===== config.mk =====
export PLATFORM = sky130hd
export DESIGN_NAME = async_fifo
export DESIGN_NICKNAME = d
export VERILOG_FILES = /design/src/rtl/async_fifo.sv
export SDC_FILE = /design/constraint.sdc
export NUM_CORES = 1
export LEC_CHECK = 0
export ABC_AREA = 1
export CAP_MARGIN = 10
export CORE_ASPECT_RATIO = 1.1
export CORE_MARGIN = 2
export CORE_UTILIZATION = 55
export CTS_CLUSTER_DIAMETER = 200
export DETAILED_ROUTE_END_ITERATION = 12
export HOLD_SLACK_MARGIN = 0.1
export PLACE_DENSITY = 0.74
export SYNTH_ARGS = -nofsm -noshare
export SYNTH_HDL_FRONTEND = slang
export SYNTH_SLANG_ARGS = --single-unit
export TNS_END_PERCENT = 5

===== constraint.sdc =====
create_clock -name CLK -period 4.8 [get_ports CLK]
set_clock_uncertainty 0.1 [all_clocks]
set_input_delay 1.44 -clock CLK [delete_from_list [all_inputs] [get_ports CLK]]
set_output_delay 1.44 -clock CLK [all_outputs]
set_load 0.02 [all_outputs]

===== src/rtl/async_fifo.sv =====
// async_fifo: parameterised first-word-fall-through FIFO. Both ports run on
// one clock. Port names match the dual-clock FIFO family so this block fits
// the same sockets.
// Optional status outputs (COUNT, OVERFLOW, UNDERFLOW) are built only when the
// FIFO_STATUS_EN macro is defined.
//
// Handshake: the write side behaves as valid/ready, where W_INC is valid and
// ~FULL is ready. A word transfers on a rising edge only when both are high.
// The read side works the same way: R_INC is the pop request and ~EMPTY is
// valid. The head word is on RD_DATA whenever EMPTY is low, and it is consumed
// on a rising edge when R_INC is also high. Requests made while the FIFO is
// blocked are dropped. A blocked request does not stall the FIFO, and the
// requester does not need to hold it.
module async_fifo #(
  parameter int Width_FIFO = 8,
  parameter int Depth_FIFO = 8
) (
  input  logic                  CLK,
  input  logic                  RST,
  input  logic                  W_INC,
  input  logic [Width_FIFO-1:0] WR_DATA,
  input  logic                  R_INC,
  output logic [Width_FIFO-1:0] RD_DATA,
  output logic                  FULL,
  output logic                  EMPTY
`ifdef FIFO_STATUS_EN
  ,
  output logic [$clog2(Depth_FIFO):0] COUNT,
  output logic                        OVERFLOW,
  output logic                        UNDERFLOW
`endif
);

  localparam int A = $clog2(Depth_FIFO);
  localparam logic [A:0] PTR_ONE   = (A+1)'(1);
  // The Gray pointers differ in exactly their top two bits when the FIFO is full.
  localparam logic [A:0] FULL_MASK = (A+1)'(3 << (A-1));

  if (Depth_FIFO < 2 || (1 << A) != Depth_FIFO) begin : g_bad_depth
    $error("async_fifo: Depth_FIFO must be a power of 2 and at least 2");
  end

  logic [Width_FIFO-1:0] mem [Depth_FIFO];
  logic [A:0] wptr, rptr, wptr_next, rptr_next;
  logic [A:0] wgray, rgray;
  logic       wr_en, rd_en;

  function automatic logic [A:0] to_gray(input logic [A:0] b);
    return b ^ (b >> 1);
  endfunction

  assign wr_en     = W_INC & ~FULL;
  assign rd_en     = R_INC & ~EMPTY;
  assign wptr_next = wptr + PTR_ONE;
  assign rptr_next = rptr + PTR_ONE;

  // Write pointer and its registered Gray copy advance together on each accepted write.
  always_ff @(posedge CLK or posedge RST) begin
    if (RST) begin
      wptr  <= '0;
      wgray <= '0;
    end else if (wr_en) begin
      wptr  <= wptr_next;
      wgray <= to_gray(wptr_next);
    end
  end

  // Read pointer and its registered Gray copy advance together on each accepted pop.
  always_ff @(posedge CLK or posedge RST) begin
    if (RST) begin
      rptr  <= '0;
      rgray <= '0;
    end else if (rd_en) begin
      rptr  <= rptr_next;
      rgray <= to_gray(rptr_next);
    end
  end

  // Storage array. It is cleared on reset so RD_DATA reads zero while empty after reset.
  always_ff @(posedge CLK or posedge RST) begin
    if (RST) begin
      for (int i = 0; i < Depth_FIFO; i++) mem[i] <= '0;
    end else if (wr_en) begin
      mem[wptr[A-1:0]] <= WR_DATA;
    end
  end

  // First-word fall-through: the head entry is always presented on RD_DATA.
  assign RD_DATA = mem[rptr[A-1:0]];

  // Flags come from the registered Gray pointers, so they change in the same cycle as the pointers.
  assign EMPTY = (wgray == rgray);
  assign FULL  = ((wgray ^ rgray) == FULL_MASK);

`ifdef FIFO_STATUS_EN
  // Occupancy is taken directly from the binary pointers.
  assign COUNT = wptr - rptr;

  // Sticky error flags. Only reset clears them.
  always_ff @(posedge CLK or posedge RST) begin
    if (RST) begin
      OVERFLOW  <= 1'b0;
      UNDERFLOW <= 1'b0;
    end else begin
      if (W_INC && FULL)  OVERFLOW  <= 1'b1;
      if (R_INC && EMPTY) UNDERFLOW <= 1'b1;
    end
  end
`endif

endmodule


[After elaboration in Yosys (flattened, before gate mapping)]
Cells that the tools add are included.
Word-level totals
  logic and storage cells: 35
  output and inout port bits: 10
  bits in registers: 80
Cells by class
  muxes and demuxes: 6
  bitwise operators: 9
  $lt $le $gt $ge: 3
  reductions and logical operators: 1
  add/subtract/negate cells: 2
  equal/unequal tests: 2
Operators with widths (number)
  bitwise mux 64 bit: 1
  binary-select mux 8 bit (select 3 bit): 1
  demux 8 bit (select 3 bit): 1
  two-way mux 8 bit: 3
  adder 4 x 1 -> 4 bit, second input constant: 2
  >= comparator 4 bit, second input constant: 2
  inverter 3 -> 4 bit: 2
  XOR 4 x 3 -> 4 bit: 2
  equality test 4 bit: 1
  equality test 4 bit, second input constant: 1
  < comparator 4 x 1 -> 1 bit, second input constant: 1
  XOR 4 bit: 1
  AND 1 bit: 2
  inverter 1 bit: 2
  logical AND 1 bit: 1

[Longest topological paths before layout]
Gate-level depths: netlist of the first run.
  depth after elaboration: 6
  gate-level depth with buffers: 9

[Least setup slack after synthesis of the first run]
Ideal clock, no wire load.
  path type: register to output
  start point: register rptr[0]
  end point: output RD_DATA[1]
  data arrival time: 1.242 ns
  stages on the path, launching flop included: 8
  path slack: 2.018 ns
  cells stage by stage: dfrtp_1 buf_2 inv_1 clkbuf_1 o21ai_0 o21ai_1 nand2_1 nand2_1
On the way
  cells in the longest elaborated chain, start to end: 4
RTL lines
  from (decl): RTL line 44  | logic [A:0] wptr, rptr, wptr_next, rptr_next;
  from (signal assigned): RTL line 74  | rptr <= rptr_next;
  inverter 3 -> 4 bit (implied by the code): RTL line 89  | assign RD_DATA = mem[rptr[A-1:0]];
  binary-select mux 8 bit (select 3 bit): RTL line 89
  two-way mux 8 bit (implied by the code) (2 in series): RTL line 89
  to (decl): RTL line 23  | output logic [Width_FIFO-1:0] RD_DATA,
Every way passes these cells. The select of a mux whose other input is x is not followed.

[Final worst setup path of the first run]
  start point: register rptr[1]
  end point: output RD_DATA[6]
The elaborated chain is that of the path after synthesis.

==> metrics.log, run 1 <==
INFO  metric run_status = finished, final reports clean
INFO  metric cp_data_arrival_time = 2.39 ns
INFO  metric synth.yosys.warnings = 0
INFO  metric port-buffer-count = 21
INFO  metric drt_pass1_iterations = 5
INFO  metric wire_per_inst = 15.8 um
INFO  metric drt_iter0_drc = 349
INFO  metric synthCells = 559
INFO  metric ctsLongestPathBuffers = 2
INFO  metric diodes = 0
INFO  metric syn_area = 4390 um^2
INFO  metric finalHoldViolCount = 0
INFO  metric synth_async_sr_flop_share = 1.00
INFO  metric post_synth_main_area_contributors = dfrtp_1 44%, nand2_1 18%, nand4_1 9.3%, o21ai_0 6.0%, nor2_1 4.4%
INFO  metric gr-total-overflow = 0
INFO  metric ff_latch_area = 1950 um^2
INFO  metric cts-resized-gates = 0
INFO  metric timing.fmax = 0.255 GHz
INFO  metric nets = 571
INFO  metric grt_pass1_vias = 3627
INFO  metric placement_rows = 34
INFO  metric worst_hold_path_type = flip-flop to flip-flop
INFO  metric cts_post_setup_buffers_inserted = 0
INFO  metric synth_top_flop_cell = dfrtp_1
INFO  metric setup_viol = 0
INFO  metric critical_path_sink_type = primary output
INFO  metric tritoncts_clock_tree = done
INFO  metric globalRouteTotalUtil = 0.263
INFO  metric power_leakage = 2.31 nW
INFO  metric clkSinkCount = 78
INFO  metric initial_antenna_violation_count = 0
INFO  metric post-route-period-util = 0.818
INFO  metric power.ir.vdd_worst = 363 uV
INFO  metric path_max_fanout = 20
INFO  metric max-cap-violations = 0
INFO  metric grt_start_max_net_pins = 79
INFO  metric syn2layout_area_growth = 5.24%
INFO  metric design.core.area = 7830 um^2
INFO  metric fin_tns_setup = 0 ns
INFO  metric synth.top_cells.by_count = 216 x nand2_1, 78 x dfrtp_1, 65 x nand4_1, 53 x o21ai_0, 51 x nor2_1
INFO  metric power.density = 724 nW/um^2
INFO  metric cts-buffers-inserted = 9
INFO  metric synth_largest_area_cell = dfrtp_1
INFO  metric maxSlewHeadroom = 0.337
INFO  metric routed-via-count = 3794
INFO  metric via_density = 5.67
INFO  metric cp_data_required_time = 3.26 ns
INFO  metric syn_nets = 573
INFO  metric die_height = 97.7 um
INFO  metric dieArea = 8720 um^2
INFO  metric place_congestion = 0.854
INFO  metric multi_input_comb_area = 2020 um^2
INFO  metric synthMostInstantiatedCell = nand2_1
INFO  metric tightestPinTransition = 0.994 ns
INFO  metric holdBufCountCts = 0
INFO  metric post_synth_num_cell_types = 28
INFO  metric die_width = 89.2 um
INFO  metric yosys.area.top_type_share = 0.444
INFO  metric nFillCells = 718
INFO  metric seq_area_frac_synth = 0.444
INFO  metric antenna_left = 0
INFO  metric ports_placed_on_the_boundary = 22
INFO  metric layout.cell_area.non_filler = 4620 um^2
INFO  metric postPlaceCellArea = 4430 um^2
INFO  metric setup_repair_after_global_routing_missed_its_margin = no
INFO  metric detailed_place_hpwl = 7.03 mm
INFO  metric clk-insertion-delay-late = 0.36 ns
INFO  metric first_pass_grt_wire_length = 17.9 mm
INFO  metric critPathKind = flip-flop to primary output
INFO  metric route.detailed.drc = 0
INFO  metric synth-edff-count = 0
INFO  metric finalWirelength = 10.5 mm
INFO  metric clk_transition_reported_paths = 0.07 ns
INFO  metric power_total = 0.00335 W
INFO  metric clock_tree.htree_level_count = 3
INFO  metric syn_area_cell = 7.86 um^2
INFO  metric root_buffer = clkbuf_8
INFO  metric initial_utilization = 0.561
INFO  metric ys_ff_latch = 78
INFO  metric setup.worst_path.start_class = flip-flop
INFO  metric layout-drive-gt1-share = 0.0838
INFO  metric report.final.slew_viol_count = 0
INFO  metric fin_crit = 3.93 ns
-- critical path: stages, from the launching register on --
cell and delay (ns):
dfrtp_1 0.68, buf_4 0.32, o21ai_0 0.10, o21ai_0 0.19, nand2_1 0.07, nand2_1 0.08, clkdlybuf4s50_1 0.59
-- stage by stage --
step	hold slack (ns)	util	setup slack, ns	cells
CTS	0.372	0.590	0.888	669
global route	0.395	0.590	0.673	669
detailed placement	0.353	0.566	1.27	654
finish	0.374	0.590	0.872	669
global placement	0.350	0.566	1.30	654
floorplan	0.337	-	1.26	559
-- layer usage --
metal  up-vias  global-route usage  share of wire
li1       1841                   -              -
met1      1800               0.374           0.42
met2       134               0.400           0.49
met3        19              0.0518          0.070
met4         0              0.0918          0.023
met5         -                   0              0
-- placed cells by master (no fill, tap or decap), drive strengths merged --
| cell | count |
|---|---|
| nand2 | 220 |
| dfrtp | 78 |
| nand4 | 65 |
| o21ai | 55 |
| nor2 | 53 |
| clkdlybuf4s50 | 20 |
| inv | 19 |
| nand3 | 12 |
| clkbuf | 9 |
| nor3 | 7 |
| buf | 7 |
| xor2 | 5 |
| clkinv | 4 |
| xnor2 | 2 |
| ha | 2 |
| clkinvlp | 2 |
| bufinv | 1 |
-- area by class of cell --
| class | count | share of cell area |
|---|---|---|
| timing repair buffer | 27 | 0.0541 |
| clock inverter | 6 | 0.0138 |
| clock buffer | 9 | 0.0268 |
| sequential | 78 | 0.422 |
| multi-input combinational | 421 | 0.436 |
| inverter | 20 | 0.0173 |
| tap | 108 | 0.0292 |
-- kinds of logic (layout without fill, tap and decap cells) --
family | after synthesis | after routing | synth area share
flops | 78 | 78 | 0.444
xor+xnor | 7 | 7 | 0.0140
compound gates | 55 | 55 | 0.0627
fa+ha+maj | 2 | 2 | 0.00570
buf+inv | 60 | 62 | 0.0963
simple gates | 357 | 357 | 0.377
-- sequential cells by signal, summed over array words and instances (netlist names) --
name / cells
mem: 64
rptr: 4
wptr: 4
rgray: 3
wgray: 3
-- path summary, 6_finish.rpt --
| kind | start | endpoint | slack (ns) | cells past startpoint |
|---|---|---|---|---|
| min in group asynchronous | RST | mem[20]$_DFFE_PP0P_ | 1.61 | 3 |
| max | rptr[1]$_DFFE_PP0P_ | RD_DATA[6] | 0.87 | 6 |
| max in group asynchronous | RST | mem[56]$_DFFE_PP0P_ | 2.34 | 3 |
| min reg2reg | mem[9]$_DFFE_PP0P_ | mem[9]$_DFFE_PP0P_ | 0.37 | 2 |
| min | mem[9]$_DFFE_PP0P_ | mem[9]$_DFFE_PP0P_ | 0.37 | 2 |
| max reg2reg | rgray[1]$_DFFE_PP0P_ | mem[7]$_DFFE_PP0P_ | 2.55 | 8 |
-- report_power, final --
part | switching, W | internal [W] | leakage [nW] | total [W]
Sequential | 0.000285 | 0.000964 | 0.982 | 0.00125
Clock | 0.000245 | 0.000236 | 0.0911 | 0.000481
Combinational | 0.00102 | 0.000595 | 1.23 | 0.00162
Total | 0.00155 | 0.00180 | 2.31 | 0.00335
Power figures use the tool's default switching activity.
==> inputs of run 2 (changes only) <==
--- a/config.mk
+++ b/config.mk
@@ -13,7 +13,7 @@
 export CTS_CLUSTER_DIAMETER = 200
 export DETAILED_ROUTE_END_ITERATION = 12
 export HOLD_SLACK_MARGIN = 0.1
-export PLACE_DENSITY = 0.74
+export PLACE_DENSITY = 0.77
 export SYNTH_ARGS = -nofsm -noshare
 export SYNTH_HDL_FRONTEND = slang
 export SYNTH_SLANG_ARGS = --single-unit
==> constraint.sdc (replaced) <==
create_clock -name CLK -period 3.5 [get_ports CLK]
set_clock_uncertainty 0.1 [all_clocks]
set_input_delay 1.05 -clock CLK [delete_from_list [all_inputs] [get_ports CLK]]
set_output_delay 1.05 -clock CLK [all_outputs]
set_load 0.02 [all_outputs]
==> run 2 against run 1 <==
Cell area grew 2.4%. Worst hold slack lost 0.0031 ns. Sequential power grew 38%. Worst setup slack lost 0.68 ns. Utilization grew 1.4 points. Die area is the same. Wire length grew 1.8%. Clock power grew 57%. Power grew 42%. Critical path depth grew 1. Critical path type unchanged. Largest cell class unchanged.
==> metrics.log, run 2 (synthesized netlist as in run 1, its figures left out) <==
INFO  metric run_status = finished, final reports clean
INFO  metric cp_data_required_time = 2.35 ns (-0.91 ns)
INFO  metric grt_start_max_net_pins = 79 (unchanged)
INFO  metric largest_register_ff_count = 64 (unchanged)
INFO  metric cts_post_setup_buffers_inserted = 0 (unchanged)
INFO  metric combinationalPowerShare = 0.482 (about the same)
INFO  metric worst_hold_path_type = flip-flop to flip-flop
INFO  metric power.ir.vdd_worst = 443 uV (+22%)
INFO  metric cellInternalPower = 0.00263 W (+46%)
INFO  metric cp_data_arrival_time = 2.16 ns (-0.23 ns)
INFO  metric tightestPinTransition = 0.645 ns (-0.350 ns)
INFO  metric p_seq_frac = 0.361 (-0.012)
INFO  metric clk_transition_reported_paths = 0.07 ns (about the same)
INFO  metric initial_utilization = 0.561 (unchanged)
INFO  metric worst_path_max_delay_cell = clkdlybuf4s50_1
INFO  metric port-buffer-count = 21 (unchanged)
INFO  metric layout-drive-gt1-share = 0.0936 (+0.00986)
INFO  metric gr-total-overflow = 0 (unchanged)
INFO  metric first_pass_grt_wire_length = 18.0 mm (+0.88%)
INFO  metric timing.fmax = 0.302 GHz
INFO  metric routed-via-count = 3885 (+2.4%)
INFO  metric die_height = 97.7 um (unchanged)
INFO  metric ctsLongestPathBuffers = 2 (unchanged)
INFO  metric critPathKind = flip-flop to primary output
INFO  metric finalHoldViolCount = 0 (unchanged)
INFO  metric place_congestion = 0.915 (+7.1%)
INFO  metric max-cap-violations = 0 (unchanged)
INFO  metric die_width = 89.2 um (unchanged)
INFO  metric finalWirelength = 10.7 mm (+1.8%)
INFO  metric dieArea = 8720 um^2 (unchanged)
INFO  metric holdBufCountCts = 0 (unchanged)
INFO  metric detailed_place_hpwl = 7.25 mm (+3.2%)
INFO  metric critical_path.cell_chain = inv_1 > buf_12 > nor2_1 > o21ai_0 > nand2_1 > nand2_1 > clkdlybuf4s50_1
INFO  metric design.core.area = 7830 um^2 (unchanged)
INFO  metric p_sw_frac = 0.449 (-0.0147)
INFO  metric tritoncts_clock_tree = done
INFO  metric power.share.clock = 0.158 (+0.014)
INFO  metric via_density = 5.76 (+1.6%)
INFO  metric setup.worst_path.start_class = flip-flop
INFO  metric ports_placed_on_the_boundary = 22 (unchanged)
INFO  metric largest-register = mem
INFO  metric cts-buffers-inserted = 9 (unchanged)
INFO  metric path_max_fanout = 20 (unchanged)
INFO  metric critical_path_sink_type = primary output
INFO  metric report.final.slew_viol_count = 0 (unchanged)
INFO  metric route.detailed.drc = 0 (unchanged)
INFO  metric clock_tree.htree_level_count = 3 (unchanged)
INFO  metric top_library_cells_by_usage_in_the_layout_fill_and_taps_aside = 216 x nand2_1, 77 x dfrtp_1, 65 x nand4_1
INFO  metric initial_antenna_violation_count = 0 (unchanged)
INFO  metric globalRouteTotalUtil = 0.266 (+0.00348)
INFO  metric clkSinkCount = 78 (unchanged)
INFO  metric nets = 576 (+0.88%)
INFO  metric worstPathBufferInverterCount = 3 (+1)
INFO  metric power.density = 1010 nW/um^2 (+39%)
INFO  metric crit_family = buffers and inverters
INFO  metric setup_viol = 0 (unchanged)
INFO  metric drt_pass1_iterations = 5 (unchanged)
INFO  metric biggest_regs = mem (64), rptr (4), wptr (4)
INFO  metric grt_pass1_vias = 3687 (+1.7%)
INFO  metric worst-r2r-setup-slack = 1.32 ns (-1.23 ns)
INFO  metric post-route-period-util = 0.946
INFO  metric power_total = 0.00477 W (+42%)
INFO  metric cp_common_cell = nand2_1
INFO  metric root_buffer = clkbuf_8
INFO  metric fin_tns_setup = 0 ns (unchanged)
INFO  metric clk-insertion-delay-late = 0.35 ns (about the same)
INFO  metric setup_repair_after_global_routing_missed_its_margin = no
INFO  metric power_leakage = 2.37 nW (+2.6%)
INFO  metric diodes = 0 (unchanged)
INFO  metric wire_per_inst = 15.9 um (+1.0%)
INFO  metric fin_crit = 3.31 ns
INFO  metric placement_rows = 34 (unchanged)
INFO  metric p_switching = 0.00214 W (+38%)
INFO  metric max_stage_delay = 0.60 ns (-0.08 ns)
INFO  metric maxSlewHeadroom = 0.570 (+0.233)
INFO  metric antenna_left = 0 (unchanged)
INFO  metric layout.cells.most_common = nand2_1
INFO  metric drt_iter0_drc = 342 (-2.0%)
INFO  metric syn2layout_area_growth = 7.75%
## run 2: changes by cell type in the layout (fill, tap and decap cells not counted), moves of 2 or more
cell	change
clkinvlp_4	-2
buf_12	+3
clkbuf_8	+2
buf_4	+2
## run 2: final timing paths
path                                     startpoint                  end  cells past startpoint
worst max-delay path            rptr[0]$_DFFE_PP0P_           RD_DATA[0]                      7
worst min-delay path             mem[9]$_DFFE_PP0P_   mem[9]$_DFFE_PP0P_                      2
worst max register to register  rptr[3]$_DFFE_PP0P_  mem[55]$_DFFE_PP0P_                      8
worst min register to register   mem[9]$_DFFE_PP0P_   mem[9]$_DFFE_PP0P_                      2
max in group asynchronous                       RST  mem[56]$_DFFE_PP0P_                      3
min in group asynchronous                       RST  mem[20]$_DFFE_PP0P_                      3
## run 2: routing by layer
layer	routed length [um]	up-vias	GRT usage
met5	0	-	0
met4	280	0	0.113
met3	645	27	0.0484
met2	5060	142	0.394
met1	4740	1870	0.383
li1	-	1846	-
## run 2: worst register-to-register path: stages, from the launching register on
cell and delay, ns:
dfrtp_1 0.45, inv_2 0.11, nand2_2 0.06, nand2_2 0.08, nor2_4 0.04, nand2_4 0.47, nand3_1 0.49, nand2_1 0.17
nand2_1 0.08
## run 2: power by group through the flow
stage          combinational, W  clock, W  sequential (W)
4_1_cts                 0.00229  0.000762         0.00171
5_1_grt                 0.00259  0.000798         0.00177
3_3_place_gp            0.00221         0         0.00172
2_1_floorplan           0.00188         0         0.00152
6_report                0.00230  0.000753         0.00172
3_5_place_dp            0.00228         0         0.00172
## run 2: cell type report
cell class	instances	area (um^2)
Fill cell	740	3100
Inverter	20	80.1
Clock buffer	11	151
Timing Repair Buffer	32	325
Clock inverter	4	70.1
Tap cell	108	135
Multi-Input combinational cell	421	2020
Sequential cell	78	1950
## run 2: per-stage QoR
stage	cell area (um^2)	cells	setup slack, ns	hold slack, ns	utilization
final	4730	674	0.190	0.371	0.605
after global routing	4730	674	0.00708	0.400	0.605
after CTS	4730	674	0.121	0.372	0.604
after detailed placement	4510	659	0.499	0.353	0.576
after global placement	4510	659	0.540	0.348	0.576
after floorplan	4390	559	0.355	0.337	-
## run 2: what timing repair did
action                     CTS  global route
hold endpoints to repair     0             0
gates resized for setup      0             1
setup endpoints to repair    0             1
==> inputs of run 3 (changes only) <==
--- a/config.mk
+++ b/config.mk
@@ -8,7 +8,7 @@
 export ABC_AREA = 1
 export CAP_MARGIN = 10
 export CORE_ASPECT_RATIO = 1.1
-export CORE_MARGIN = 2
+export CORE_MARGIN = 3
 export CORE_UTILIZATION = 55
 export CTS_CLUSTER_DIAMETER = 200
 export DETAILED_ROUTE_END_ITERATION = 12
==> run 3 against run 2 <==
Flip-flop and latch count is the same. Highest routed layer unchanged. Critical endpoint is now RD_DATA[4]. Cell count is the same. Largest power group unchanged. Power grew 1.2%. Sequential power is essentially flat. Register-to-register slack gained 0.02 ns. Cell area is essentially flat. Wire length grew 2.6%. Via count grew 0.15%. Largest cell class unchanged.
==> metrics.log, run 3 (synthesized netlist as in run 1, its figures left out) <==
INFO  metric finalNonFillerCells = 674 (unchanged)
INFO  metric die_height = 99.7 um (+2.0%)
INFO  metric first_pass_grt_wire_length = 18.3 mm (+1.7%)
INFO  metric clk_transition_reported_paths = 0.08 ns (about the same)
INFO  metric holdBufCountCts = 0 (unchanged)
INFO  metric cp_data_arrival_time = 2.18 ns (+0.02 ns)
INFO  metric fin_crit = 3.33 ns (+0.0203 ns)
INFO  metric power.density = 1020 nW/um^2 (+1.1%)
INFO  metric combinationalPowerShare = 0.479 (-0.003)
INFO  metric largest-register = mem
INFO  metric r2r-end = mem[52]$_DFFE_PP0P_
INFO  metric nets = 578 (+0.35%)
INFO  metric cp_data_required_time = 2.35 ns (about the same)
INFO  metric run_status = finished, final reports clean
INFO  metric tightestPinTransition = 0.638 ns (-0.00618 ns)
INFO  metric clk-insertion-delay-late = 0.35 ns (about the same)
INFO  metric nFillCells = 673 (-9.1%)
INFO  metric power.share.clock = 0.166 (+0.008)
INFO  metric clock_tree.htree_level_count = 3 (unchanged)
INFO  metric port-buffer-count = 21 (unchanged)
INFO  metric largest_register_ff_count = 64 (unchanged)
INFO  metric fin_tns_setup = 0 ns (unchanged)
INFO  metric max_stage_delay = 0.59 ns (about the same)
INFO  metric finalWirelength = 11.0 mm (+2.6%)
INFO  metric antenna_left = 0 (unchanged)
INFO  metric globalRouteTotalUtil = 0.254 (-0.0121)
INFO  metric critPathKind = flip-flop to primary output
INFO  metric clkSinkCount = 78 (unchanged)
INFO  metric via_density = 5.77 (+0.15%)
INFO  metric setup.worst_path.start_class = flip-flop
INFO  metric drt_iter0_drc = 375 (+9.6%)
INFO  metric diodes = 0 (unchanged)
INFO  metric endpoint = RD_DATA[4]
INFO  metric drt_pass1_iterations = 5 (unchanged)
INFO  metric cts-buffers-inserted = 9 (unchanged)
INFO  metric setup_repair_after_global_routing_missed_its_margin = no
INFO  metric power_leakage = 2.38 nW (+0.47%)
INFO  metric worst_hold_path_type = flip-flop to flip-flop
INFO  metric ff2ff_path_depth = 8 (unchanged)
INFO  metric layout-drive-gt1-share = 0.0949 (+0.00126)
INFO  metric ctsLongestPathBuffers = 2 (unchanged)
INFO  metric timing.fmax = 0.300 GHz (-0.61%)
INFO  metric ports_placed_on_the_boundary = 22 (unchanged)
INFO  metric die_width = 91.2 um (+2.2%)
INFO  metric post-route-period-util = 0.952 (+0.00581)
INFO  metric gr-total-overflow = 0 (unchanged)
INFO  metric detailed_place_hpwl = 7.66 mm (+5.5%)
INFO  metric report.final.slew_viol_count = 0 (unchanged)
INFO  metric r2r-start = wptr[3]$_DFFE_PP0P_
INFO  metric route.detailed.drc = 0 (unchanged)
INFO  metric worst-r2r-setup-slack = 1.34 ns (+0.02 ns)
INFO  metric max-cap-violations = 0 (unchanged)
INFO  metric placement_rows = 33 (-2.9%)
INFO  metric place_congestion = 0.957 (+4.5%)
INFO  metric setup_viol = 0 (unchanged)
INFO  metric biggest_regs = mem (64), rptr (4), wptr (4)
INFO  metric cts_post_setup_buffers_inserted = 0 (unchanged)
INFO  metric p_sw_frac = 0.451 (+0.00224)
INFO  metric p_seq_frac = 0.355 (-0.006)
INFO  metric path_max_fanout = 19 (-5.0%)
INFO  metric critical_path.cell_chain = buf_4 > o21ai_0 > o21ai_0 > nand2_1 > nand2_1 > clkdlybuf4s50_1
INFO  metric top_library_cells_by_usage_in_the_layout_fill_and_taps_aside = 216 x nand2_1, 78 x dfrtp_1, 65 x nand4_1
INFO  metric initial_antenna_violation_count = 0 (unchanged)
INFO  metric cellInternalPower = 0.00265 W (+0.74%)
INFO  metric p_switching = 0.00218 W (+1.7%)
INFO  metric grt_start_max_net_pins = 61 (-23%)
INFO  metric initial_utilization = 0.578 (+0.0170)
INFO  metric design.core.area = 7600 um^2 (-2.9%)
INFO  metric maxSlewHeadroom = 0.574 (+0.00412)
INFO  metric finalHoldViolCount = 0 (unchanged)
INFO  metric routed-via-count = 3891 (+0.15%)
INFO  metric wire_per_inst = 16.3 um (+2.6%)
INFO  metric grt_pass1_vias = 3641 (-1.2%)
INFO  metric launch_point_of_the_worst_path = rptr[1]$_DFFE_PP0P_
INFO  metric number_of_placed_instances_taps_included = 658 (-0.15%)
INFO  metric worst_path_max_delay_cell = clkdlybuf4s50_1
INFO  metric tritoncts_clock_tree = done
INFO  metric critical_path_sink_type = primary output
INFO  metric dieArea = 9090 um^2 (+4.3%)
INFO  metric syn2layout_area_growth = 7.83% (about the same)
INFO  metric root_buffer = clkbuf_8
INFO  metric power.ir.vdd_worst = 456 uV (+2.8%)
INFO  metric layout.cells.most_common = nand2_1
## run 3: power by group through the flow
stage          clock [W]  combinational, W  sequential (W)
6_report        0.000800           0.00231         0.00171
3_3_place_gp           0           0.00223         0.00170
3_5_place_dp           0           0.00229         0.00172
2_1_floorplan          0           0.00188         0.00152
5_1_grt         0.000862           0.00261         0.00176
4_1_cts         0.000812           0.00230         0.00171
## run 3: how the worst min path moves through the flow
stage          cells past startpoint                  end                 from  slack (ns)
2_1_floorplan                      2  mem[10]$_DFFE_PP0P_  mem[10]$_DFFE_PP0P_        0.34
3_3_place_gp                       2  mem[41]$_DFFE_PP0P_  mem[41]$_DFFE_PP0P_        0.35
3_5_place_dp                       2  mem[53]$_DFFE_PP0P_  mem[53]$_DFFE_PP0P_        0.36
4_1_cts                            2  mem[53]$_DFFE_PP0P_  mem[53]$_DFFE_PP0P_        0.37
5_1_grt                            2  mem[55]$_DFFE_PP0P_  mem[55]$_DFFE_PP0P_        0.40
6_report                           2  mem[36]$_DFFE_PP0P_  mem[36]$_DFFE_PP0P_        0.37
## run 3: through the flow
step / power, W / hold WS, ns / worst slack (ns) / utilization / cell area [um^2]
after CTS: 0.00482 / 0.374 / 0.166 / 0.623 / 4730
after global placement: 0.00394 / 0.348 / 0.601 / 0.592 / 4500
final: 0.00482 / 0.375 / 0.169 / 0.623 / 4740
after detailed placement: 0.00401 / 0.356 / 0.553 / 0.592 / 4500
after floorplan: 0.00340 / 0.337 / 0.355 / - / 4390
after global routing: 0.00523 / 0.395 / 0.0162 / 0.623 / 4740
## run 3: area by class of cell
cell class	count	area (um^2)	area share
clock buffer	10	128	0.0269
tap	105	131	0.0277
timing repair buffer	34	318	0.0671
multi-input combinational	421	2020	0.426
clock inverter	6	110	0.0232
sequential	78	1950	0.412
inverter	20	80.1	0.0169
## run 3: per-layer routing
layer / vias to the layer above / global-route usage / wire length (um)
met5: - / 0 / 0
met4: 0 / 0.0824 / 216
met3: 20 / 0.0499 / 835
met2: 166 / 0.391 / 5190
met1: 1848 / 0.364 / 4770
li1: 1857 / - / -
## run 3: critical path: cells and delay by family (launching register included)
family | cells | cell delay (ns)
compound gates | 2 | 0.33
buf+inv | 2 | 0.84
flops | 1 | 0.45
simple gates | 2 | 0.21
## run 3: repair_timing
action | CTS | global route
hold endpoints to repair | 0 | 0
gates resized for setup | 0 | 1
setup endpoints to repair | 0 | 1
